## src/rtl/instr_fetch_unit.sv

```systemverilog
// Instruction fetch stage: sequential address generation, reqI/memIReady
// handshake, prefetch FIFO presenting {pc, instruction}, and redirect flush.
// Optional build macro FETCH_PERF_EN adds perfFetched/perfStall counters.
module instr_fetch_unit #(
    parameter int unsigned IADDR_W    = 32,
    parameter int unsigned DDATA_W    = 32,
    parameter int unsigned FIFO_DEPTH = 4,
    parameter int unsigned RESET_PC   = 0,
    parameter int unsigned PC_STEP    = 1
) (
    input  logic               clk,
    input  logic               reset,
    output logic [IADDR_W-1:0] memIAddr,
    output logic               reqI,
    input  logic               memIReady,
    input  logic [DDATA_W-1:0] memDataOutReg,
    input  logic               redirValid,
    input  logic [IADDR_W-1:0] redirPc,
    output logic               instValid,
    input  logic               instReady,
    output logic [DDATA_W-1:0] inst,
    output logic [IADDR_W-1:0] instPc
`ifdef FETCH_PERF_EN
    ,
    output logic [31:0]        perfFetched,
    output logic [31:0]        perfStall
`endif
);

    localparam int unsigned PTR_W = (FIFO_DEPTH > 1) ? $clog2(FIFO_DEPTH) : 1;
    localparam int unsigned CNT_W = PTR_W + 1;

    typedef enum logic [1:0] {
        S_IDLE,
        S_REQ,
        S_DRAIN
    } state_t;

    state_t             r_state;
    state_t             w_stateNext;
    logic               w_issue;
    logic               w_complete;
    logic               w_accept;
    logic               w_pop;
    logic               w_space;

    logic [IADDR_W-1:0] r_fetchPc;
    logic [IADDR_W-1:0] r_memIAddr;
    logic               r_reqI;

    logic [IADDR_W-1:0] r_pcMem   [FIFO_DEPTH];
    logic [DDATA_W-1:0] r_instMem [FIFO_DEPTH];
    logic [PTR_W-1:0]   r_wrPtr;
    logic [PTR_W-1:0]   r_rdPtr;
    logic [CNT_W-1:0]   r_count;

    assign w_space   = (r_count < CNT_W'(FIFO_DEPTH));
    assign instValid = (r_count != '0);
    assign inst      = r_instMem[r_rdPtr];
    assign instPc    = r_pcMem[r_rdPtr];
    assign memIAddr  = r_memIAddr;
    assign reqI      = r_reqI;
    // A redirect flushes the FIFO, so a pop on the same edge has no meaning.
    assign w_pop     = instValid && instReady && !redirValid;

    // FSM state register
    always_ff @(posedge clk or negedge reset) begin
        if (!reset) begin
            r_state <= S_IDLE;
        end else begin
            r_state <= w_stateNext;
        end
    end

    // Next-state and handshake control; a redirect never withdraws a live request
    always_comb begin
        w_stateNext = r_state;
        w_issue     = 1'b0;
        w_complete  = 1'b0;
        w_accept    = 1'b0;
        unique case (r_state)
            S_IDLE: begin
                if (!redirValid && w_space) begin
                    w_issue     = 1'b1;
                    w_stateNext = S_REQ;
                end
            end
            S_REQ: begin
                if (memIReady) begin
                    w_complete  = 1'b1;
                    w_accept    = !redirValid;
                    w_stateNext = S_IDLE;
                end else if (redirValid) begin
                    w_stateNext = S_DRAIN;
                end
            end
            S_DRAIN: begin
                if (memIReady) begin
                    w_complete  = 1'b1;
                    w_stateNext = S_IDLE;
                end
            end
            default: w_stateNext = S_IDLE;
        endcase
    end

    // Request outputs and fetch program counter
    always_ff @(posedge clk or negedge reset) begin
        if (!reset) begin
            r_reqI     <= 1'b0;
            r_memIAddr <= IADDR_W'(RESET_PC);
            r_fetchPc  <= IADDR_W'(RESET_PC);
        end else begin
            if (w_issue) begin
                r_reqI     <= 1'b1;
                r_memIAddr <= r_fetchPc;
            end else if (w_complete) begin
                r_reqI <= 1'b0;
            end
            if (redirValid) begin
                r_fetchPc <= redirPc;
            end else if (w_accept) begin
                r_fetchPc <= r_fetchPc + IADDR_W'(PC_STEP);
            end
        end
    end

    // FIFO pointers and occupancy; redirect flushes everything
    always_ff @(posedge clk or negedge reset) begin
        if (!reset) begin
            r_wrPtr <= '0;
            r_rdPtr <= '0;
            r_count <= '0;
        end else if (redirValid) begin
            r_wrPtr <= '0;
            r_rdPtr <= '0;
            r_count <= '0;
        end else begin
            if (w_accept) begin
                r_wrPtr <= r_wrPtr + 1'b1;
            end
            if (w_pop) begin
                r_rdPtr <= r_rdPtr + 1'b1;
            end
            unique case ({w_accept, w_pop})
                2'b10:   r_count <= r_count + 1'b1;
                2'b01:   r_count <= r_count - 1'b1;
                default: r_count <= r_count;
            endcase
        end
    end

    // FIFO storage write of returned {address, word}
    always_ff @(posedge clk) begin
        if (w_accept && !redirValid) begin
            r_pcMem[r_wrPtr]   <= r_memIAddr;
            r_instMem[r_wrPtr] <= memDataOutReg;
        end
    end

`ifdef FETCH_PERF_EN
    logic [31:0] r_perfFetched;
    logic [31:0] r_perfStall;

    assign perfFetched = r_perfFetched;
    assign perfStall   = r_perfStall;

    // Performance counters: words pushed, and cycles the core waited on an empty FIFO
    always_ff @(posedge clk or negedge reset) begin
        if (!reset) begin
            r_perfFetched <= '0;
            r_perfStall   <= '0;
        end else begin
            if (w_accept) begin
                r_perfFetched <= r_perfFetched + 32'd1;
            end
            if (instReady && !instValid) begin
                r_perfStall <= r_perfStall + 32'd1;
            end
        end
    end
`endif

endmodule

```

## config.mk

```make
export PLATFORM = sky130hd
export DESIGN_NAME = instr_fetch_unit
export DESIGN_NICKNAME = d
export VERILOG_FILES = /design/src/rtl/instr_fetch_unit.sv
export SDC_FILE = /design/constraint.sdc
export NUM_CORES = 1
export LEC_CHECK = 0
export CORE_ASPECT_RATIO = 1.25
export CORE_UTILIZATION = 55
export CTS_CLUSTER_DIAMETER = 150
export CTS_CLUSTER_SIZE = 12
export DETAILED_ROUTE_END_ITERATION = 10
export GPL_ROUTABILITY_DRIVEN = 0
export PLACE_DENSITY = 0.79
export REMOVE_ABC_BUFFERS = 1
export SKIP_LAST_GASP = 1
export SLEW_MARGIN = 5
export SYNTH_ARGS = -nofsm -noshare
export SYNTH_HDL_FRONTEND = slang
export SYNTH_SLANG_ARGS = --single-unit
```

## constraint.sdc

```tcl
create_clock -name clk -period 3.28 [get_ports clk]
set_input_delay 0.328 -clock clk [delete_from_list [all_inputs] [get_ports clk]]
set_output_delay 0.328 -clock clk [all_outputs]
set_load 0.03 [all_outputs]
```

==> results by group, run 1 <==
Status
  – Status: completed

Flow run
  – Max Cap Viol: 0

Synth
  – Ranking of synthesized cells by area: edfxtp_1, dfrtp_1, mux4_2, mux2_2, nand2_1
  – Syn Area/Cell: 18.7 sq um
  – Post-synth top area share: approximately 59%
  – Synth Instances: 696
  – Ys async rst share: 22.4%
  – Synth Register Bits: 330
  – Synthesized area: 0.0130 sq mm
  – Sequential cell area fraction in the yosys report: 73.4%
  – Post-synth cell types: 52
  – Post-synth top cells: edfxtp_1, dfrtp_1, mux4_2, nand2_1, mux2_2
  – Dominant cell type by area after synthesis: edfxtp_1
  – EDFF count, synth: 256
  – Synth warn: 0
  – Dominant synthesized flop cell: edfxtp_1
  – Most common cell in the netlist: edfxtp_1

Global route
  – Total Routing Usage GR: 22.3%
  – Initial antenna violation count: 1
  – Largest net degree at the start of global routing: 75
  – First-pass GRT wire length: approximately 41 mm
  – Total grt overflow: 0
  – Vias in the first global route: 7397

Pwr
  – LEAKAGE: 5.32 nW
  – Cell internal pwr: 8.81 mW
  – Switching Fraction: between 30% and 40%
  – P_sw: 3.97 mW
  – Worst VDD drop: 521 uV
  – P per Cell Area: 801 mW/mm^2
  – Final Power: 12.8 mW
  – Seq pwr share: between 40 and 50%
  – Combinational power share: 30.8%
  – Clock share of power: 24.7%

Placed design
  – Setup Slack @ Placement: 0.583 ns
  – Placed cell areas: 0.0150 sq mm
  – Post-DP HPWL: 16.9 mm
  – # port buffers: 166

Final layout
  – Syn-to-layout area delta: 22.9%
  – Design area: between 0.015 and 0.02 sq mm
  – Share of layout cells above drive strength 1: around 18%
  – Fill cells: 1488
  – Nets: 957
  – Antenna Cells: 0

Routing
  – DRC: 0
  – DR vias: between 7000 and 8000
  – DRT iter0 DRCs: roughly 480
  – First-pass DRT Iterations: 5
  – Wire length per cell: approximately 22 microns
  – WL final: 26.2 mm
  – Antenna-violating nets left: 0
  – Vias per inst: 6.04

Clocking
  – CTS tree: done
  – Resize count post-CTS: 0
  – CTS Root Cell: clkbuf_16
  – CTS sink cnt: 330
  – Clk pin slew, worst setup/hold paths: ~0.060 ns
  – Skew-Pair Late Insertion Delay: roughly 0.54 ns
  – Max Buffers Root-to-Sink: 3
  – CTS H-Tree Depth: 1
  – CTS Buf Count: 31

Critical path
  – Crit start category: register
  – Reg2reg end: r_instMem[1][30]$_DFFE_PP_
  – CP Class: register to output port
  – WP depth: 3
  – WP data required: 2.95 ns
  – CP startpoint: r_rdPtr[0]$_DFFE_PN0P_
  – Crit path DAT: 2.75 ns
  – Last element of the critical path: instPc[30]
  – Reg2Reg Depth: 5
  – CP max stage cell: dfrtp_4
  – WP buf/inv: 2
  – Worst Path Max Fanout: 15
  – CP delay by family, top: buffers and inverters
  – R2R setup slack: 0.94 ns
  – Worst path cell trace: buf_4, mux4_2, clkdlybuf4s50_1
  – Critical Path End Type: output port
  – RR Startpoint: r_state[1]$_DFFE_PN0P_
  – CP peak stage delay: 0.65 ns

Die
  – Die Span Y: roughly 170 microns
  – IO Pins: 167
  – DIE AREA: 0.0242 sq mm
  – Row count: 62
  – Starting density of the core: 56.2%
  – Core ar.: 0.0231 sq mm
  – Die width: roughly 140 microns

Worst hold path
  – Tightest Hold Check Type: primary input to register

STA
  – Unrepaired setup endpoints after global routing: false
  – Slew Limit Fails: 0
  – Period utilisation layout: a little over nine tenths
  – Min Tclk post-route: 3.08 ns
  – Setup TNS: 0 ns
  – Final hold viol count: 0
  – FMAX: 324 MHz
  – Fin Clk Skew: 0.0102 ns
  – Final worst setup slack: between 0.15 and 0.2 ns
  – Final setup fails: 0
  – Least-Margin Pin Slew: 0.955 ns
  – Slew margin rel.: a little over a third
[registers in the layout (all words and copies together), names as in the netlist]
signal and flops:
r_instMem 128, reqI 1, r_state 2, r_count 3
r_rdPtr 2, memIAddr 32, r_pcMem 128, r_fetchPc 32
r_wrPtr 2
[kinds of logic (layout without fill, tap and decap cells)]
kind of cell	Yosys count	count (layout)	share of synthesized area [%]
XOR/XNOR	13	13	0.876
AO/OA/AOI/OAI	56	56	2.87
flip-flops	330	330	73.4
multiplexers	99	99	14.1
adder cells (fa/ha/maj)	9	9	0.924
buffers and inverters	41	248	1.58
AND/OR/NAND/NOR	148	148	6.24
[placed cells by master (no fill, tap or decap), types with 18 or more instances in the layout]
cell             count
edfxtp_1           256
nor2_1              21
clkbuf_1            25
clkbuf_16           31
o21ai_0             18
nand2_1             34
mux4_2              64
dfrtp_1             72
mux2_2              32
clkdlybuf4s50_1    165
[stage by stage]
step                hold WS (ns)  util [%]  std cells
floorplan                 0.0324         -        663
global placement           0.469      65.1       1132
detailed placement         0.496      65.1       1132
CTS                        0.339      68.9       1190
global route               0.361      69.1       1191
finish                     0.354      69.1       1191
[worst min-delay path by stage]
stage,start,endpoint,slack (ns),depth (start not counted)
after floorplan,reset,memIAddr[0]$_DFFE_PN0P_,0.03,0
after global routing,redirPc[9],r_fetchPc[9]$_DFFE_PN0P_,0.36,3
after detailed placement,reqI$_DFFE_PN0P_,reqI$_DFFE_PN0P_,0.50,1
after CTS,redirPc[9],r_fetchPc[9]$_DFFE_PN0P_,0.34,3
after global placement,reqI$_DFFE_PN0P_,reqI$_DFFE_PN0P_,0.47,1
final,redirPc[9],r_fetchPc[9]$_DFFE_PN0P_,0.35,3
[power by group through the flow]
stage	Combinational, mW	Clock, mW	Sequential (mW)
detailed placement	3.88	0	5.82
CTS	3.90	3.21	5.73
global placement	3.81	0	5.77
finish	3.93	3.15	5.69
global route	4.14	3.37	5.78
floorplan	1.91	0	6.13
[area by class of cell]
type	count	area, sq um	share of cell area [%]
sequential	330	9550	59.8
tap	288	360	2.26
timing repair buffer	183	1880	11.8
clock inverter	1	8.76	0.0549
clock buffer	56	870	5.45
multi-input combinational	325	3260	20.4
inverter	8	30.0	0.188
[routing by layer]
layer	GRT usage [%]	share of wire (%)
met2	38.4	51
met1	29.3	39
met3	3.81	7.2
met4	6.71	2.4
met5	0	0.034
[tightest hold or removal path, stage by stage]
cell and delay [ns]:
clkdlybuf4s50_1 0.40, nand2_1 0.06, o21ai_0 0.06
[what timing repair did]
item | CTS | global route
endpoints found under the setup margin | 0 | 18
hold buffers | 1 | 0
endpoints found under the hold margin | 74 | 0
setup buffers | 0 | 1
No activity file was read; power rests on OpenSTA's default activity.
==> run 2, diff against run 1 <==
Settings changed: RECOVER_POWER from default to 25.
==> run 2 against run 1 <==
Fmax hardly changed. Cell area stayed put. Non-clock buffer count stayed put. Critical endpoint unchanged. Largest cell class unchanged.
==> results by group, run 2 (synthesis results as in run 1) <==
Status
  – Status: completed

STA
  – Unrepaired setup endpoints after global routing: false
  – Final worst setup slack: 0.194 ns
  – Min Tclk post-route: between 3 and 4 ns
  – Final setup fails: 0
  – Slew margin rel.: 36.4%
  – Fin Clk Skew: 0.0116 ns
  – FMAX: between 300 and 400 MHz
  – Period utilisation layout: 94.1%
  – Setup TNS: 0 ns
  – Final hold viol count: 0
  – Least-Margin Pin Slew: 0.954 ns
  – Slew Limit Fails: 0

Routing
  – Vias per inst: a little over 6
  – Antenna-violating nets left: 0
  – Wire length per cell: 22.0 microns
  – DRT iter0 DRCs: 478
  – DR vias: 7201
  – WL final: 26.2 mm
  – DRC: 0
  – First-pass DRT Iterations: 5

Final layout
  – Fill cells: 1488
  – Commonest non-fill, non-tap cell in the layout: edfxtp_1
  – Nets: 957
  – Top Registers: r_instMem (128), r_pcMem (128)
  – Non-filler instance count after layout: 1191
  – Syn-to-layout area delta: 22.9%
  – Share of layout cells above drive strength 1: 17.9%
  – Layout Utilization: 69.1%
  – Antenna Cells: 0
  – Commonest cells after routing, fill and taps aside: edfxtp_1, clkdlybuf4s50_1, dfrtp_1, mux4_2, nand2_1

Die
  – Row count: 62
  – Die width: roughly 140 microns
  – Core ar.: about 0.023 sq mm
  – Starting density of the core: a little under three fifths
  – Die Span Y: 174 microns
  – DIE AREA: 0.0242 sq mm
  – IO Pins: 167

Placed design
  – Setup Slack @ Placement: slightly below 0.6 ns
  – # port buffers: 166
  – Post-DP HPWL: 16.9 mm
  – Dpl cells: between 1000 and 1500

Clocking
  – Max Buffers Root-to-Sink: 3
  – CTS tree: done
  – CTS Buf Count: 31
  – Clk pin slew, worst setup/hold paths: 0.06 ns
  – CTS sink cnt: 330
  – Skew-Pair Late Insertion Delay: approximately 0.54 ns
  – CTS H-Tree Depth: 1
  – CTS Root Cell: clkbuf_16

Critical path
  – Worst Path Max Fanout: 15
  – WP data required: 2.95 ns
  – CP Class: register to output port
  – Critical Path End Type: output port
  – Crit start category: register
  – Crit path DAT: 2.76 ns

Pwr
  – Worst VDD drop: 521 uV
  – P per Cell Area: 800 mW/mm^2
  – LEAKAGE: between 5 and 6 nW

Flow run
  – Max Cap Viol: 0

Global route
  – Initial antenna violation count: 1
  – Largest net degree at the start of global routing: 75
  – Total grt overflow: 0
  – Total Routing Usage GR: between 20% and 30%
  – First-pass GRT wire length: 41.2 mm
  – Vias in the first global route: 7397

Worst hold path
  – Tightest Hold Check Type: primary input to register
==> run 2: cell types whose count changed in the layout (fill, tap and decap cells not counted), sizes merged <==
cell,delta
dlygate4sd3,+32
clkdlybuf4s50,-32
==> run 2: area by class of cell <==
type	count	area [sq um]	area share [%]
Sequential cell	330	9550	59.8
Multi-Input combinational cell	325	3260	20.4
Timing Repair Buffer	183	1880	11.8
Clock buffer	56	870	5.45
Tap cell	288	360	2.26
Inverter	8	30.0	0.188
Clock inverter	1	8.76	0.0549
==> run 2: final timing paths <==
check	slack, ns	end	start	cells after the start
setup / recovery	0.19	instPc[30]	r_rdPtr[0]$_DFFE_PN0P_	3
hold / removal	0.35	r_fetchPc[9]$_DFFE_PN0P_	redirPc[9]	3
setup reg to reg	0.94	r_instMem[1][30]$_DFFE_PP_	r_state[1]$_DFFE_PN0P_	5
hold reg to reg	0.51	reqI$_DFFE_PN0P_	reqI$_DFFE_PN0P_	1
max in group asynchronous	2.08	r_rdPtr[1]$_DFFE_PN0P_	reset	2
min in group asynchronous	0.45	memIAddr[7]$_DFFE_PN0P_	reset	2
==> run 2: power breakdown <==
part / internal, mW / switching [mW]
sequential: 5.16 / 0.533
clock: 1.77 / 1.38
combinational: 1.87 / 2.06
total: 8.80 / 3.97
==> run 2: what timing repair did <==
action                     CTS  global route
hold endpoints to repair    74             0
resized for setup            0             0
setup endpoints to repair    0            18
hold buffers                 1             0
buffers inserted             0             1
==> run 2: stage by stage <==
| step | cell area, sq um | power, mW | hold slack [ns] |
|---|---|---|---|
| 5_1_grt | 16000 | 13.3 | 0.361 |
| 4_1_cts | 15900 | 12.8 | 0.339 |
| 3_5_place_dp | 15000 | 9.69 | 0.496 |
| 2_1_floorplan | 12800 | 8.05 | 0.0324 |
| 6_report | 16000 | 12.8 | 0.353 |
| 3_3_place_gp | 15000 | 9.58 | 0.469 |
==> run 2: routing by layer <==
metal	wire length, microns	track usage, %	vias up
met4	630	6.71	2
met3	1880	3.81	46
met1	10200	29.3	3688
met2	13500	38.4	304
li1	-	-	3161
met5	9	0	-
==> run 2: worst max-delay path: stages, from the launching register on <==
cell and delay, ns:
dfrtp_4 0.65, buf_4 0.38, mux4_2 0.57, clkdlybuf4s50_1 0.61
==> run 3, diff against run 2 <==
Settings changed: CAP_MARGIN from default to 20, CORE_UTILIZATION 55 to 50, PLACE_DENSITY 0.79 to 0.76.
Clock period 3.28 ns to 2.7 ns, I/O delays scaled along.
==> run 3 against run 2 <==
The flow now finishes with violations (negative setup slack). Final cell count up 4.3%. Cell area is 1.7% higher. Via count down 2.5%. Utilization shrank 5.1 points. Clock skew rose by 0.0011 ns. Critical path depth did not move. Wire length shrank 2.1%. Setup slack got worse by 0.21 ns. First-iteration DRC count fell by 1.5%. Largest cell class unchanged. Highest routed layer is now met4.
==> results by group, run 3 (synthesis results as in run 1) <==
Status
  – Status: finished, violations left
  – Failing checks: negative setup slack

Critical path
  – Reg2reg end: r_fetchPc[27]$_DFFE_PN0P_
  – CP Class: register to output port
  – Critical Path End Type: output port
  – R2R setup slack: 0.45 ns
  – Reg2Reg Depth: 6
  – Crit start category: register
  – Crit path DAT: ~2.5 ns
  – Worst Path Max Fanout: 21
  – RR Startpoint: r_state[1]$_DFFE_PN0P_
  – WP data required: 2.43 ns
  – CP startpoint: r_rdPtr[0]$_DFFE_PN0P_

Final layout
  – Layout Utilization: 64.0%
  – Commonest cells after routing, fill and taps aside: edfxtp_1, clkdlybuf4s50_1, dfrtp_1, mux4_2, dlymetal6s2s_1
  – Commonest non-fill, non-tap cell in the layout: edfxtp_1
  – Syn-to-layout area delta: 25.0%
  – Top Registers: r_instMem (128), r_pcMem (128)
  – Fill cells: 1788
  – Nets: 961
  – Share of layout cells above drive strength 1: 18.3%

Die
  – IO Pins: 167
  – Core ar.: about 0.025 sq mm
  – Die width: 146 microns
  – Starting density of the core: 51.2%
  – Row count: 65
  – Die Span Y: roughly 180 microns
  – DIE AREA: 0.0266 sq mm

Routing
  – DRT iter0 DRCs: 471
  – Vias per inst: 5.66
  – Met3 WL: 1.40 mm
  – Wire length per cell: 20.7 microns
  – Antenna-violating nets left: 0
  – First-pass DRT Iterations: 5
  – WL final: 25.7 mm
  – Met1 Wirelength: 10.8 mm
  – Met2 Wirelength: about 13 mm
  – Top Layer Used: met4
  – DRC: 0
  – DR vias: between 7000 and 8000

Global route
  – Vias in the first global route: a little over 7000
  – Largest net degree at the start of global routing: 55
  – Initial antenna violation count: 1
  – Total Routing Usage GR: between 15 and 20%
  – First-pass GRT wire length: 40.6 mm
  – Total grt overflow: 0

STA
  – Unrepaired setup endpoints after global routing: true
  – Final setup fails: 1
  – Fin Clk Skew: about 0.013 ns
  – Min Tclk post-route: 2.72 ns
  – Final worst setup slack: -0.0179 ns
  – Period utilisation layout: 101%
  – Slew margin rel.: 42.0%
  – Final hold viol count: 0
  – Slew Limit Fails: 0
  – FMAX: 368 MHz
  – Setup TNS: -0.0179 ns
  – Least-Margin Pin Slew: 0.869 ns

Pwr
  – Clock share of power: 24.9%
  – Final Power: 15.4 mW
  – P_sw: 4.77 mW
  – Combinational power share: 30.5%
  – Seq pwr share: 44.6%
  – Worst VDD drop: ~700 uV
  – Cell internal pwr: ~11 mW
  – LEAKAGE: approximately 5.8 nW
  – Switching Fraction: 31.0%
  – P per Cell Area: 948 mW/mm^2

Clocking
  – Clk pin slew, worst setup/hold paths: roughly 0.060 ns
  – CTS Root Cell: clkbuf_16
  – CTS H-Tree Depth: 1
  – CTS sink cnt: 330
  – Max Buffers Root-to-Sink: 3
  – Skew-Pair Late Insertion Delay: 0.54 ns
  – Setup bufs post-CTS: 0
  – CTS tree: done
  – CTS Buf Count: 31

Worst hold path
  – Hold Crit Start: redirPc[0]
  – Tightest Hold Check Type: primary input to register
  – Worst Hold Path EP: r_fetchPc[0]$_DFFE_PN0P_
  – Hold Crit Depth: 3

Flow run
  – Max Cap Viol: 0

Placed design
  – # port buffers: 166
  – Post-DP HPWL: around 16 mm
-- run 3: what timing repair did --
action | CTS | global route
endpoints found under the setup margin | 58 | 46
resized for setup | 17 | 45
cloned | 0 | 1
hold buffers | 1 | 0
endpoints found under the hold margin | 52 | 0
-- run 3: power groups by stage --
stage                     sequential, mW  clock, mW  combinational, mW
after floorplan                     7.45          0               2.32
after global placement              6.94          0               4.80
after detailed placement            6.97          0               4.82
after CTS                           6.88       3.94               4.78
after global routing                6.97       4.13               4.98
final                               6.86       3.83               4.69
-- run 3: worst max-delay path by stage --
stage / endpoint / slack [ns] / cells past startpoint
floorplan: memIAddr[0]$_DFFE_PN0P_ / -0.94 / 4
global placement: r_fetchPc[29]$_DFFE_PN0P_ / 0.38 / 5
detailed placement: r_fetchPc[27]$_DFFE_PN0P_ / 0.33 / 5
CTS: inst[23] / -0.16 / 3
global route: instPc[28] / -0.12 / 3
finish: instPc[28] / -0.02 / 3
-- run 3: stage by stage --
step                hold WS, ns  worst slack, ns  area [sq um]  instances
floorplan               -0.0256           -0.938         12800        663
global placement          0.371            0.378         15200       1183
detailed placement        0.362            0.335         15200       1183
CTS                       0.276           -0.158         16100       1240
global route              0.304           -0.119         16200       1242
finish                    0.293          -0.0179         16200       1242
-- run 3: layer usage --
metal | global-route usage (%) | up-vias
li1 | - | 3187
met1 | 27.2 | 3569
met2 | 33.8 | 231
met3 | 2.73 | 37
met4 | 5.04 | 0
met5 | 0 | -
-- run 3: layout make-up --
| type | count | area, sq um | share of cell area [%] |
|---|---|---|---|
| sequential | 330 | 9550 | 58.8 |
| multi-input combinational | 325 | 3260 | 20.1 |
| timing repair buffer | 187 | 2100 | 12.9 |
| clock buffer | 55 | 866 | 5.33 |
| tap | 335 | 419 | 2.58 |
| inverter | 8 | 30.0 | 0.185 |
| clock inverter | 1 | 8.76 | 0.0539 |
| antenna | 1 | 2.50 | 0.0154 |
-- run 3: critical path, cell delays in order (launching register included) --
cell and delay (ns):
dfrtp_4 0.52, buf_16 0.22, mux4_2 0.51, clkdlybuf4s50_1 0.62
